--- src/rtl/fetch_pkg.sv ---
//==============================================================================
// fetch_pkg - shared types and constants for the fetch front end | rev 1.0
//==============================================================================
`default_nettype none

package fetch_pkg;

  typedef enum logic [1:0] {
    S_REQ  = 2'd0,
    S_WAIT = 2'd1,
    S_HOLD = 2'd2
  } fetch_state_e;

  localparam logic [31:0] INST_NOP         = 32'h0000_0013;
  localparam logic [31:0] DEFAULT_RESET_PC = 32'h0000_0000;

endpackage

`default_nettype wire

--- src/rtl/fetch_pc_unit_if.sv ---
//==============================================================================
// fetch_pc_unit_if - instruction-memory and decode-side handshake bundle | rev 1.0
//==============================================================================
`default_nettype none

interface fetch_pc_unit_if #(
  parameter int XLEN = 32
);

  logic            imem_req_valid;
  logic            imem_req_ready;
  logic [XLEN-1:0] imem_addr;
  logic            imem_rsp_valid;
  logic [31:0]     imem_rsp_data;
  logic            if_valid;
  logic [31:0]     if_inst;
  logic [XLEN-1:0] if_pc;
  logic            id_ready;

  // master is the fetch unit; slave is the memory/decode environment
  modport master (
    output imem_req_valid, imem_addr, if_valid, if_inst, if_pc,
    input  imem_req_ready, imem_rsp_valid, imem_rsp_data, id_ready
  );

  modport slave (
    input  imem_req_valid, imem_addr, if_valid, if_inst, if_pc,
    output imem_req_ready, imem_rsp_valid, imem_rsp_data, id_ready
  );

endinterface

`default_nettype wire

--- src/rtl/fetch_pc_unit.sv ---
//==============================================================================
// fetch_pc_unit - PC register and single-outstanding instruction fetch | rev 1.0
//==============================================================================
`default_nettype none

module fetch_pc_unit
  import fetch_pkg::*;
#(
  parameter int              XLEN     = 32,
  parameter logic [XLEN-1:0] RESET_PC = XLEN'(DEFAULT_RESET_PC)
) (
  input  wire logic            clk,
  input  wire logic            rst,
  input  wire logic [XLEN-1:0] pc_next,
  input  wire logic            redirect,
  output logic [XLEN-1:0]      pc_plus4,
  fetch_pc_unit_if.master      bus
);

  fetch_state_e    state;
  logic [XLEN-1:0] pc_q;
  logic [XLEN-1:0] req_pc_q;
  logic [XLEN-1:0] pc_load;
  logic            drop_q;
  logic            if_valid_q;
  logic [31:0]     if_inst_q;
  logic [XLEN-1:0] if_pc_q;

  assign pc_load  = {pc_next[XLEN-1:2], 2'b00};
  assign pc_plus4 = pc_q + XLEN'(4);

  assign bus.imem_req_valid = (state == S_REQ) && !redirect;
  assign bus.imem_addr      = pc_q;
  assign bus.if_valid       = if_valid_q;
  assign bus.if_inst        = if_inst_q;
  assign bus.if_pc          = if_pc_q;

  always_ff @(posedge clk) begin
    if (rst) begin
      state      <= S_REQ;
      pc_q       <= RESET_PC;
      req_pc_q   <= RESET_PC;
      drop_q     <= 1'b0;
      if_valid_q <= 1'b0;
      if_inst_q  <= INST_NOP;
      if_pc_q    <= RESET_PC;
    end else begin
      case (state)
        S_REQ: begin
          if (redirect) begin
            pc_q <= pc_load;
          end else if (bus.imem_req_ready) begin
            req_pc_q <= pc_q;
            pc_q     <= pc_load;
            state    <= S_WAIT;
          end
        end
        S_WAIT: begin
          if (redirect) begin
            pc_q <= pc_load;
          end
          // a redirect seen before or alongside the response kills it
          if (bus.imem_rsp_valid) begin
            drop_q <= 1'b0;
            if (!drop_q && !redirect) begin
              if_inst_q  <= bus.imem_rsp_data;
              if_pc_q    <= req_pc_q;
              if_valid_q <= 1'b1;
              state      <= S_HOLD;
            end else begin
              state <= S_REQ;
            end
          end else if (redirect) begin
            drop_q <= 1'b1;
          end
        end
        S_HOLD: begin
          if (redirect) begin
            pc_q <= pc_load;
          end
          if (redirect || bus.id_ready) begin
            if_valid_q <= 1'b0;
            state      <= S_REQ;
          end
        end
        default: begin
          state <= S_REQ;
        end
      endcase
    end
  end

endmodule

`default_nettype wire

--- src/flat_wrapper.sv ---
// flat-port wrapper written by rule: the top's interface ports become plain ports
module fetch_pc_unit_flat import fetch_pkg::*;
#(
  parameter int              XLEN     = 32,
  parameter logic [XLEN-1:0] RESET_PC = XLEN'(DEFAULT_RESET_PC)
)
  (clk, rst, pc_next, redirect, pc_plus4, bus_imem_req_valid, bus_imem_addr, bus_if_valid, bus_if_inst, bus_if_pc, bus_imem_req_ready, bus_imem_rsp_valid, bus_imem_rsp_data, bus_id_ready);
  fetch_pc_unit_if #(.XLEN(XLEN)) bus_i ();
  input  wire logic clk;
  input  wire logic rst;
  input  wire logic [XLEN-1:0] pc_next;
  input  wire logic redirect;
  output logic [XLEN-1:0] pc_plus4;
  output wire logic [$bits(bus_i.imem_req_valid)-1:0] bus_imem_req_valid;
  output wire logic [$bits(bus_i.imem_addr)-1:0] bus_imem_addr;
  output wire logic [$bits(bus_i.if_valid)-1:0] bus_if_valid;
  output wire logic [$bits(bus_i.if_inst)-1:0] bus_if_inst;
  output wire logic [$bits(bus_i.if_pc)-1:0] bus_if_pc;
  input wire logic [$bits(bus_i.imem_req_ready)-1:0] bus_imem_req_ready;
  input wire logic [$bits(bus_i.imem_rsp_valid)-1:0] bus_imem_rsp_valid;
  input wire logic [$bits(bus_i.imem_rsp_data)-1:0] bus_imem_rsp_data;
  input wire logic [$bits(bus_i.id_ready)-1:0] bus_id_ready;
  assign bus_imem_req_valid = bus_i.imem_req_valid;
  assign bus_imem_addr = bus_i.imem_addr;
  assign bus_if_valid = bus_i.if_valid;
  assign bus_if_inst = bus_i.if_inst;
  assign bus_if_pc = bus_i.if_pc;
  assign bus_i.imem_req_ready = bus_imem_req_ready;
  assign bus_i.imem_rsp_valid = bus_imem_rsp_valid;
  assign bus_i.imem_rsp_data = bus_imem_rsp_data;
  assign bus_i.id_ready = bus_id_ready;
  fetch_pc_unit #(.XLEN(XLEN), .RESET_PC(RESET_PC)) u_core (.clk(clk), .rst(rst), .pc_next(pc_next), .redirect(redirect), .pc_plus4(pc_plus4), .bus(bus_i));
endmodule
--- config.mk ---
export PLATFORM = sky130hd
export DESIGN_NAME = fetch_pc_unit_flat
export DESIGN_NICKNAME = d
export VERILOG_FILES = /design/src/rtl/fetch_pkg.sv /design/src/rtl/fetch_pc_unit_if.sv /design/src/rtl/fetch_pc_unit.sv /design/src/flat_wrapper.sv
export SDC_FILE = /design/constraint.sdc
export NUM_CORES = 1
export LEC_CHECK = 0
export CORE_MARGIN = 2
export CORE_UTILIZATION = 40
export CTS_CLUSTER_SIZE = 10
export DETAILED_ROUTE_END_ITERATION = 7
export HOLD_SLACK_MARGIN = 0.05
export MAX_ROUTING_LAYER = met4
export PLACE_DENSITY_LB_ADDON = 0.05
export SLEW_MARGIN = 20
export SYNTH_ARGS = -nofsm -noshare
export SYNTH_HDL_FRONTEND = slang
export SYNTH_SLANG_ARGS = --single-unit
--- constraint.sdc ---
create_clock -name clk -period 2.3 [get_ports clk]
set_input_delay 0.575 -clock clk [delete_from_list [all_inputs] [get_ports clk]]
set_output_delay 0.575 -clock clk [all_outputs]
set_load 0.005 [all_outputs]
# == After elaboration in Yosys (flattened, before gate mapping) ==
# Index checks and enable logic that the tools add are counted.
# word_totals
latchBits,0
ff_bits,132
mem_bits_rw,0
rom_bits,0
output_inout_bits,130
n_memories,0
# op_classes
eq_ne,9
magnitude_cmp,0
n_bitwise,1
muxes,16
n_mul,0
addsub,1
div,0
shift,0
reduce_logical,16
# op_table
cell,count
two-way mux 32 bit,3
one-hot mux 32 bit (2 select lines),1
adder 32 x 3 -> 32 bit (second input constant),1
two-way mux 2 bit,5
AND reduction 3 bit,3
AND reduction 4 bit,2
!= test 2 x 1 -> 1 bit (second input constant),3
!= test 2 bit (second input constant),3
one-hot mux 2 bit (3 select lines),1
nonzero test 2 bit,3
two-way mux 1 bit,5
!= test 3 bit (second input constant),1
== test 2 x 1 -> 1 bit (second input constant),1
== test 2 bit (second input constant),1
logical AND 1 bit,2
zero test 1 bit,2
zero test 2 bit,1
one-hot mux 1 bit (2 select lines),1
AND reduction 2 bit,1
OR reduction 2 bit,1
logical OR 1 bit,1
inverter 1 bit,1

# == Logic depth before layout (Yosys ltp) ==
# Gate-level depths: netlist of the first run.
# logic_depth
depth_word,5
depth_mapped,8

# == Worst setup path before layout of the first run ==
# Ideal clock, no wire load.
# synth_path
path_type,register -> output
startpoint,"register u_core.pc_q[2], in the netlist u_core.bus.imem_addr[2]"
endpoint,output port pc_plus4[20]
path_buffers,1
setup_slack_ns,0.165
required_time_ns,1.725
path_stages_with_launch,7
arrival_ns,1.560
path_cell_list,dfxtp_1 > ha_1 > nand3_2 > or3_1 > buf_6 > nor3_2 > xor2_1
# synth_via
elab_chain_cells,1
# synth_lines
item,line,source
from (decl),fetch_pc_unit.sv:21,logic [XLEN-1:0] pc_q;
from (signal assigned),fetch_pc_unit.sv:51,pc_q <= pc_load;
from (signal assigned),fetch_pc_unit.sv:54,pc_q <= pc_load;
from (signal assigned),fetch_pc_unit.sv:60,pc_q <= pc_load;
adder 32 x 3 -> 32 bit,fetch_pc_unit.sv:30,assign pc_plus4 = pc_q + XLEN'(4);
to (decl),flat_wrapper.sv:13,output logic [XLEN-1:0] pc_plus4;
# No other way between the ends.

# == Worst setup path in the final report of the first run ==
# layout_path
startpoint,"register u_core.pc_q[3], in the netlist u_core.bus.imem_addr[3]"
endpoint,output port pc_plus4[31]
# The elaborated chain is that of the path after synthesis.

==> results of run 1 <==
==> cell families (layout without fill, tap and decap cells) <==
| family | after synthesis | count (layout) |
|---|---|---|
| flops | 126 | 126 |
| other cells | 1 | 6 |
| xor+xnor | 28 | 28 |
| compound gates | 160 | 160 |
| buf+inv | 62 | 307 |
| fa+ha+maj | 5 | 5 |
| simple gates | 277 | 277 |
==> sequential cells by signal, summed over array words and instances, names as in the netlist <==
signal,cells
u_core.bus.imem_addr,30
u_core.bus.if_valid,1
u_core.state,2
u_core.req_pc_q,30
u_core.drop_q,1
u_core.bus.if_pc,30
u_core.bus.if_inst,32
==> worst register-to-register path, delay by kind of cell (launching register included) <==
| kind | cells | cell delay [ns] |
|---|---|---|
| AO/OA/AOI/OAI | 3 | 0.92 |
| adder cells (fa/ha/maj) | 1 | 0.20 |
| buffers and inverters | 1 | 0.11 |
| flip-flops | 1 | 0.33 |
| AND/OR/NAND/NOR | 1 | 0.20 |
==> worst max-delay path by stage <==
stage,to,slack (ns)
after global routing,pc_plus4[31],-0.38
after CTS,pc_plus4[19],-0.31
after detailed placement,pc_plus4[14],-0.28
after global placement,pc_plus4[20],-0.23
after floorplan,pc_plus4[20],0.17
final,pc_plus4[31],-0.25
==> layer usage <==
metal | global-route usage (%) | wire length [µm] | part of all wire, % | up-vias
met4 | 8.89 | 328 | 2.1 | 0
met1 | 28.2 | 6850 | 43 | 2498
met2 | 38.9 | 7980 | 50 | 157
met3 | 4.77 | 786 | 4.9 | 30
li1 | - | - | - | 2673
met5 | - | 0 | 0 | -
==> stage by stage <==
stage	total power [mW]	area [µm²]	utilization, %
floorplan	2.61	5160	-
global placement	3.04	7570	60.3
detailed placement	3.06	7570	60.3
CTS	5.67	8310	66.1
global route	5.86	8420	67.0
finish	5.64	8420	67.0
==> power breakdown <==
part           leakage (nW)  total, mW  switching (mW)  internal [mW]
clock                 0.294       2.63           0.898           1.73
combinational          1.96      0.704           0.317          0.387
sequential             1.03       2.30          0.0472           2.26
==> what timing repair did <==
action | CTS | global route
buffers inserted | 10 | 6
gates resized for setup | 132 | 28
endpoints found under the hold margin | 0 | 0
pin swaps | 29 | 17
setup endpoints to repair | 28 | 25
==> cells in the final DEF, fill, tap and decap left out, types with 4 or more instances in the layout <==
master           instances
a21oi_1                123
inv_1                    8
dfxtp_1                124
buf_2                   25
xnor2_1                 11
o21ai_0                 30
xor2_1                   9
clkbuf_16               17
buf_12                   5
xnor2_2                  7
clkinv_2                 4
nand3_2                  6
conb_1                   6
clkdlybuf4s50_1        161
nand2_1                188
buf_6                   12
clkbuf_1                 4
ha_1                     4
buf_4                   60
nand4_1                  8
nor2_4                   4
nor2_1                   6
clkbuf_8                 5
nand3_1                 34
==> area by class of cell <==
type | instances | share of cell area [%]
flip-flops and latches | 126 | 30.0
well taps | 172 | 2.56
clock buffers | 26 | 6.05
inverters | 8 | 0.357
clock inverters | 6 | 0.951
multi-input cells | 476 | 30.9
repair buffers | 267 | 29.2
==> flow_summary.json, run 1 <==
{
  "status": "complete, but fails checks",
  "failed_checks": "setup timing",
  "slew_headroom_pct": 61.8,
  "netlist.area_leader.share_pct": 49.1,
  "num_vias": 5358,
  "vdd_drop_max_uv": 360,
  "grt.overflow.total": 0,
  "cts_buffers": 17,
  "routabilityCongestion": 0.860,
  "io_buffer_count": 191,
  "fill_cells": 1057,
  "place_ws_ns": -0.282,
  "final-instance-count-excl-fill": 1081,
  "r2r_slack_ns": 0.48,
  "cp-start-kind": "register",
  "r2r-end": "u_core.bus.imem_addr[18]",
  "fmax_mhz": 392,
  "cts.clk_slew.worst_paths_ns": 0.05,
  "crit_start": "u_core.bus.imem_addr[3]",
  "htreeDepth": 4,
  "die_h_um": 117,
  "worst_slew_pin_slew_ns": 0.573,
  "die_x_um": 117,
  "hold_buffers": 0,
  "rsz0062_at_grt": "true",
  "cts_tree": "done",
  "synth_compound_area_share_pct": 16.1,
  "yosysWarnings": 0,
  "p_leak_nw": 3.28,
  "crit_chain": "buf_6, nand4_1, nor3_2, buf_4, buf_6, nand4_1, xnor2_1, buf_2",
  "worstPathMaxFanout": 4,
  "grtUsageTotal_pct": 23.5,
  "synth_mux_area_share_pct": 0,
  "ant_nets": 0,
  "root_buffer": "clkbuf_16",
  "synth_fa_ha_area_share_pct": 1.22,
  "drive_gt1_share_pct": 18.6,
  "synth_top_family_by_area": "simple AND/OR/NAND/NOR gates",
  "synthXorXnorAreaFrac_pct": 4.77,
  "hold_class": "register to register",
  "ys_seq_elements": 126,
  "drtIter0Drc": 364,
  "yosysSeqAreaShare_pct": 49.1,
  "wl_per_cell_um": 14.7,
  "wl_um": 15900,
  "synth_area_leaders": "dfxtp_1 49%, nand2_1 14%, a21oi_1 12%",
  "register_area_mm2": 0.00253,
  "grt_first_pass_wirelength_um": 25500,
  "antenna_found_initial": 0,
  "first_pass_iters": 5,
  "synthArstFlopShare_pct": 0,
  "crit_cells": 8,
  "finalHoldViolCount": 0,
  "place_inst": 1034,
  "ys_types": 33,
  "multi_input_area_mm2": 0.00260,
  "core-area_mm2": 0.0126,
  "worstPathArrival_ns": 1.98,
  "slowest_delay_ns": 0.36,
  "synth_top_area_cell": "dfxtp_1",
  "critical_path.top_delay_family": "buffers and inverters",
  "rows": 41,
  "finalMaxSlewViolations": 0,
  "yosys.area_share.simple_pct": 23.5,
  "skew_ns": 0.00617,
  "whs_endpoint": "u_core.bus.if_pc[17]",
  "postSynthCellCount": 659,
  "initial_core_util_pct": 40.9,
  "cp-end-kind": "output pin",
  "synth_edf_count": 0,
  "ys.flop_type": "dfxtp_1",
  "criticalPathCategory": "register to output pin",
  "crit_buf_inv": 4,
  "fin_crit_sh_pct": 111,
  "ys_top_cells_by_count": "191 x nand2_1, 126 x dfxtp_1, 123 x a21oi_1",
  "finalCriticalPeriod_ns": 2.55,
  "viasPerCell": 4.96,
  "grt_max_degree": 49,
  "syn_to_final_growth_pct": 63.9,
  "grt_pass1_vias": 5032,
  "num_antenna_cells": 0,
  "r2r_start": "u_core.state[0]",
  "synth_area_mm2": 0.00514,
  "drc_errors": 0,
  "cp.required_ns": 1.73,
  "postSynthAreaPerCell_um2": 7.80,
  "fin_ws_ns": -0.254,
  "maxCapViolCount": 0,
  "clock-sinks": 126,
  "synth.most_common_cell": "nand2_1",
  "hold_slack_ns": 0.450,
  "worst_r2r_path_depth": 6,
  "io_pins": 200,
  "clk-insertion-delay-late_ns": 0.41,
  "setup_violations": 23,
  "place_hpwl_um": 11000,
  "fp.dieArea_mm2": 0.0138,
  "holdCritStartpoint": "u_core.bus.if_pc[17]",
  "crit_slowest_cell": "dfxtp_2",
  "tns_ns": -3.67,
  "pwr_density_cell_mw_per_mm2": 669,
  "clk_path_buf_depth": 2,
  "nets": 971,
  "min_delay_path_depth": 2
}
Note: power is estimated with default switching activity, not from simulation.
==> run 2: changes to the inputs <==
CAP_MARGIN = 20   (was unset)
SKIP_CTS_REPAIR_TIMING = 1   (was unset)
==> run 2 against run 1 <==
Against the previous run: sequential share of layout area grew 0.10 points; die area is the same; clock skew grew 0.00060 ns; the flow still finishes with violations (setup timing); sequential cell count is the same; clock-buffer cell count is the same; hold slack is essentially flat; largest cell class unchanged; critical path depth is the same; via count shrank 0.45%; maximum frequency shrank 1.2%; final cell count shrank 0.56%; routed wire length shrank 1.7%; highest routed layer unchanged; global-route usage shrank 0.78 points; largest power group unchanged.
==> flow_summary.json, run 2 (synthesis results as in run 1) <==
{
  "status": "complete, but fails checks",
  "failed_checks": "setup timing",
  "num_antenna_cells": 0,
  "drtIter0Drc": 296,
  "hold_class": "register to register",
  "routabilityCongestion": 0.860,
  "post_dp_cell_area_mm2": 0.00757,
  "drive_gt1_share_pct": 18.2,
  "rsz0062_at_grt": "true",
  "drc_errors": 0,
  "cts_buffers": 17,
  "initial_core_util_pct": 40.9,
  "r2r-end": "u_core.bus.imem_addr[12]",
  "grt_first_pass_wirelength_um": 24700,
  "setup_violations": 21,
  "cp-end-kind": "output pin",
  "num_vias": 5334,
  "fill_cells": 1056,
  "skew_ns": 0.00677,
  "finalHoldViolCount": 0,
  "clk_path_buf_depth": 2,
  "cp-start-kind": "register",
  "fin_ws_ns": -0.284,
  "rows": 41,
  "crit_chain": "ha_4, nand3_4, or3_4, buf_6, buf_6, nor3_4, xor2_1, buf_2",
  "fmax_mhz": 387,
  "r2r_start": "u_core.state[0]",
  "finalMaxSlewViolations": 0,
  "clock-sinks": 126,
  "r2r_slack_ns": 0.49,
  "slew_headroom_pct": 61.6,
  "fp.dieArea_mm2": 0.0138,
  "worst_r2r_path_depth": 6,
  "worstPathMaxFanout": 3,
  "wl_um": 15700,
  "ant_nets": 0,
  "place_hpwl_um": 11000,
  "maxCapViolCount": 0,
  "io_buffer_count": 191,
  "slowest_delay_ns": 0.40,
  "antenna_found_initial": 0,
  "cts.clk_slew.worst_paths_ns": 0.05,
  "cts_tree": "done",
  "design_area_mm2": 0.00841,
  "largest_register_ffs": 32,
  "criticalPathCategory": "register to output pin",
  "worst_slew_pin_slew_ns": 0.576,
  "die_h_um": 117,
  "whs_endpoint": "u_core.bus.if_pc[17]",
  "io_pins": 200,
  "fin_total_pwr_mw": 5.65,
  "final_common_cell": "nand2_1",
  "root_buffer": "clkbuf_16",
  "cpMostUsedCell": "buf_6",
  "wl_per_cell_um": 14.6,
  "p_leak_nw": 3.31,
  "min_delay_path_depth": 2,
  "final_cell_mix": "189 x nand2_1, 161 x clkdlybuf4s50_1, 123 x a21oi_1, 120 x dfxtp_1, 56 x buf_4",
  "crit_slowest_cell": "or3_4",
  "clk-insertion-delay-late_ns": 0.41,
  "worstPathArrival_ns": 2.01,
  "vdd_drop_max_uv": 348,
  "grt_max_degree": 49,
  "finalCriticalPeriod_ns": 2.58,
  "die_x_um": 117,
  "grt.overflow.total": 0,
  "nets": 965,
  "cp.required_ns": 1.73,
  "pwr_density_cell_mw_per_mm2": 672,
  "first_pass_iters": 5,
  "final_util_pct": 66.9,
  "grt_pass1_vias": 4895,
  "fin_crit_sh_pct": 112,
  "htreeDepth": 4,
  "hold_slack_ns": 0.450,
  "holdCritStartpoint": "u_core.bus.if_pc[17]",
  "viasPerCell": 4.96,
  "grtUsageTotal_pct": 22.7,
  "syn_to_final_growth_pct": 63.7,
  "core-area_mm2": 0.0126
}
==> run 2: changes by cell type in the layout (fill, tap and decap cells not counted), sizes merged <==
cell,delta
dlymetal6s2s,+7
dlygate4sd2,-3
buf,-10
==> run 2: how the worst max path moves through the flow <==
stage	startpoint	end	slack, ns	depth (start not counted)
final	u_core.bus.imem_addr[3]	pc_plus4[22]	-0.28	8
after detailed placement	u_core.bus.imem_addr[2]	pc_plus4[14]	-0.28	8
after floorplan	u_core.bus.imem_addr[2]	pc_plus4[20]	0.17	6
after global placement	u_core.bus.imem_addr[2]	pc_plus4[20]	-0.23	6
after CTS	u_core.bus.imem_addr[2]	pc_plus4[14]	-0.73	8
after global routing	u_core.bus.imem_addr[3]	pc_plus4[31]	-0.39	8
==> run 2: stage by stage <==
step                      setup TNS (ns)  std cells  setup slack, ns
after floorplan                        0        664            0.165
after global placement             -2.72       1034           -0.231
after detailed placement           -3.06       1034           -0.282
after CTS                         -14.31       1066           -0.734
after global routing               -5.69       1075           -0.391
final                              -3.64       1075           -0.284
==> run 2: layout make-up <==
type / count / area (µm²) / area share, %
Multi-Input combinational cell: 476 / 2590 / 30.8
Tap cell: 172 / 215 / 2.56
Clock buffer: 26 / 509 / 6.05
Inverter: 8 / 30.0 / 0.357
Sequential cell: 126 / 2530 / 30.1
Timing Repair Buffer: 261 / 2450 / 29.1
Clock inverter: 6 / 80.1 / 0.952
==> run 2: layer usage <==
| layer | up-vias | wire [µm] | track usage [%] |
|---|---|---|---|
| li1 | 2658 | - | - |
| met1 | 2503 | 6840 | 27.4 |
| met2 | 148 | 7860 | 37.4 |
| met3 | 25 | 689 | 4.62 |
| met4 | 0 | 279 | 8.66 |
| met5 | - | 0 | - |
==> run 2: critical path: cells and delay by family (launching register included) <==
family	cells	cell delay (ns)
buffers and inverters	3	0.38
xor gates and xnor gates	1	0.14
adders and majority gates	1	0.15
and+or+nand+nor	3	0.56
DFF	1	0.36
==> run 2: report_power, final <==
group,internal [mW],switching [mW]
Clock,1.73,0.905
Combinational,0.393,0.315
Sequential,2.26,0.0477
==> run 3: changes to the inputs <==
ABC_AREA = 1   (was unset)
==> run 3 against run 2 <==
Against the previous run: die area up 6.3%; setup slack improved by 0.092 ns; largest cell class unchanged; highest routed layer unchanged; clock power grew 8.3%; the run still ends with setup timing left.
==> flow_summary.json, run 3 <==
{
  "status": "complete, but fails checks",
  "failed_checks": "setup timing",
  "ys_top_cells_by_count": "218 x nor2_1, 158 x nand2_1, 126 x dfxtp_1",
  "vdd_drop_max_uv": 578,
  "fp.dieArea_mm2": 0.0146,
  "io_buffer_count": 191,
  "final_cell_mix": "203 x nor2_1, 163 x clkdlybuf4s50_1, 152 x nand2_1, 111 x dfxtp_1, 78 x o21ai_0",
  "postSynthCellCount": 774,
  "final_common_cell": "nor2_1",
  "synth_top_area_cell": "dfxtp_1",
  "routabilityCongestion": 0.898,
  "ys_types": 25,
  "drtIter0Drc": 308,
  "wl_um": 17100,
  "skew_ns": 0.0120,
  "ant_nets": 0,
  "cts_tree": "done",
  "largest_register_ffs": 32,
  "synth_edf_count": 0,
  "root_buffer": "clkbuf_16",
  "grtUsageTotal_pct": 23.3,
  "final-instance-count-excl-fill": 1200,
  "yosysSeqAreaShare_pct": 46.1,
  "place_inst": 1148,
  "cp-end-kind": "output pin",
  "maxCapViolCount": 0,
  "synth_area_mm2": 0.00547,
  "initial_core_util_pct": 41.2,
  "clock-sinks": 126,
  "viasPerCell": 4.68,
  "clk_path_buf_depth": 2,
  "drc_errors": 0,
  "slew_headroom_pct": 58.6,
  "ys.flop_type": "dfxtp_1",
  "cts_buffers": 17,
  "htreeDepth": 4,
  "worst_slew_pin_slew_ns": 0.621,
  "cp-start-kind": "register",
  "place_hpwl_um": 12100,
  "num_vias": 5614,
  "p_leak_nw": 4.01,
  "num_antenna_cells": 0,
  "yosysWarnings": 0,
  "die_h_um": 121,
  "worst_r2r_path_depth": 7,
  "hold_class": "register to register",
  "ys_seq_elements": 126,
  "r2r_slack_ns": 0.64,
  "synth_area_leaders": "dfxtp_1 46%, nor2_1 15%, nand2_1 11%",
  "wl_per_cell_um": 14.3,
  "finalHoldViolCount": 0,
  "core-area_mm2": 0.0133,
  "die_x_um": 121,
  "netlist.area_leader.share_pct": 46.1,
  "min_delay_path_depth": 2,
  "grt_first_pass_wirelength_um": 26000,
  "nets": 1086,
  "finalCriticalPeriod_ns": 2.49,
  "r2r-end": "u_core.bus.if_inst[6]",
  "fin_ws_ns": -0.192,
  "worstPathMaxFanout": 4,
  "whs_endpoint": "u_core.bus.if_inst[1]",
  "rsz0062_at_grt": "true",
  "cp.required_ns": 1.73,
  "first_pass_iters": 5,
  "fin_crit_sh_pct": 108,
  "antenna_found_initial": 0,
  "fin_total_pwr_mw": 6.72,
  "drive_gt1_share_pct": 17.2,
  "worstPathArrival_ns": 1.92,
  "postSynthAreaPerCell_um2": 7.07,
  "grt_max_degree": 63,
  "clk-insertion-delay-late_ns": 0.42,
  "grt.overflow.total": 0,
  "synthArstFlopShare_pct": 0,
  "setup_violations": 18,
  "grt_pass1_vias": 5249,
  "criticalPathCategory": "register to output pin",
  "fmax_mhz": 401,
  "synth.most_common_cell": "nor2_1",
  "r2r_start": "u_core.state[1]",
  "io_pins": 200,
  "holdCritStartpoint": "u_core.bus.if_inst[1]",
  "syn_to_final_growth_pct": 58.0,
  "pwr_density_cell_mw_per_mm2": 777,
  "finalMaxSlewViolations": 0,
  "cts.clk_slew.worst_paths_ns": 0.06,
  "rows": 42
}
## run 3: cells by family (layout without fill, tap and decap cells)
logic type | Yosys count | after routing | synth area share, %
simple gates | 413 | 413 | 30.4
fa+ha+maj | 5 | 5 | 1.14
other cells | 1 | 6 | 0.0685
xor+xnor | 15 | 15 | 2.40
flops | 126 | 126 | 46.1
buf+inv | 89 | 334 | 8.43
compound gates | 125 | 125 | 11.5
## run 3: per-stage QoR
| stage | util, % | instance area (µm²) | setup TNS [ns] | hold WS, ns | setup slack, ns |
|---|---|---|---|---|---|
| after global placement | 58.0 | 7710 | -0.324 | 0.444 | -0.0844 |
| after detailed placement | 58.0 | 7710 | -0.361 | 0.452 | -0.0768 |
| after CTS | 62.7 | 8340 | -11.34 | 0.471 | -0.532 |
| after global routing | 65.1 | 8650 | -3.88 | 0.493 | -0.278 |
| final | 65.1 | 8650 | -1.85 | 0.468 | -0.192 |
| after floorplan | - | 5490 | 0 | 0.449 | 0.527 |
## run 3: how the worst max path moves through the flow
stage,start,end,slack [ns],cells after the start
floorplan,u_core.bus.imem_addr[3],pc_plus4[18],0.53,6
global placement,u_core.bus.imem_addr[2],pc_plus4[26],-0.08,8
detailed placement,u_core.bus.imem_addr[2],pc_plus4[18],-0.08,7
CTS,u_core.bus.imem_addr[2],pc_plus4[18],-0.53,7
global route,u_core.bus.imem_addr[3],pc_plus4[23],-0.28,11
finish,u_core.bus.imem_addr[3],pc_plus4[23],-0.19,11
## run 3: final cells by class
class	count	area, µm²
Clock buffer	17	425
Multi-Input combinational cell	564	2640
Clock inverter	15	201
Timing Repair Buffer	256	2450
Tap cell	176	220
Fill cell	1197	4640
Inverter	46	176
Sequential cell	126	2540
## run 3: metal layers
layer  vias to the layer above  track usage [%]  share of wire [%]
li1                       2884                -                  -
met1                      2570             27.0                 43
met2                       140             40.1                 52
met3                        20             5.22                3.9
met4                         0             7.12                1.3
met5                         -                -                  0
## run 3: critical path: stages (launching register included)
cell and delay (ns):
dfxtp_2 0.35, buf_4 0.13, nand2_2 0.06, nor2_4 0.20, buf_6 0.13, nand2_4 0.05
nor2_4 0.15, buf_6 0.13, nand2_1 0.04, nand2_1 0.05, nand2_1 0.06, dlymetal6s2s_1 0.15
## run 3: report_power, final
part	leakage, nW	internal, mW	total (mW)	switching, mW
combinational	2.67	0.688	1.34	0.656
clock	0.306	1.75	2.86	1.11
sequential	1.03	2.37	2.52	0.142
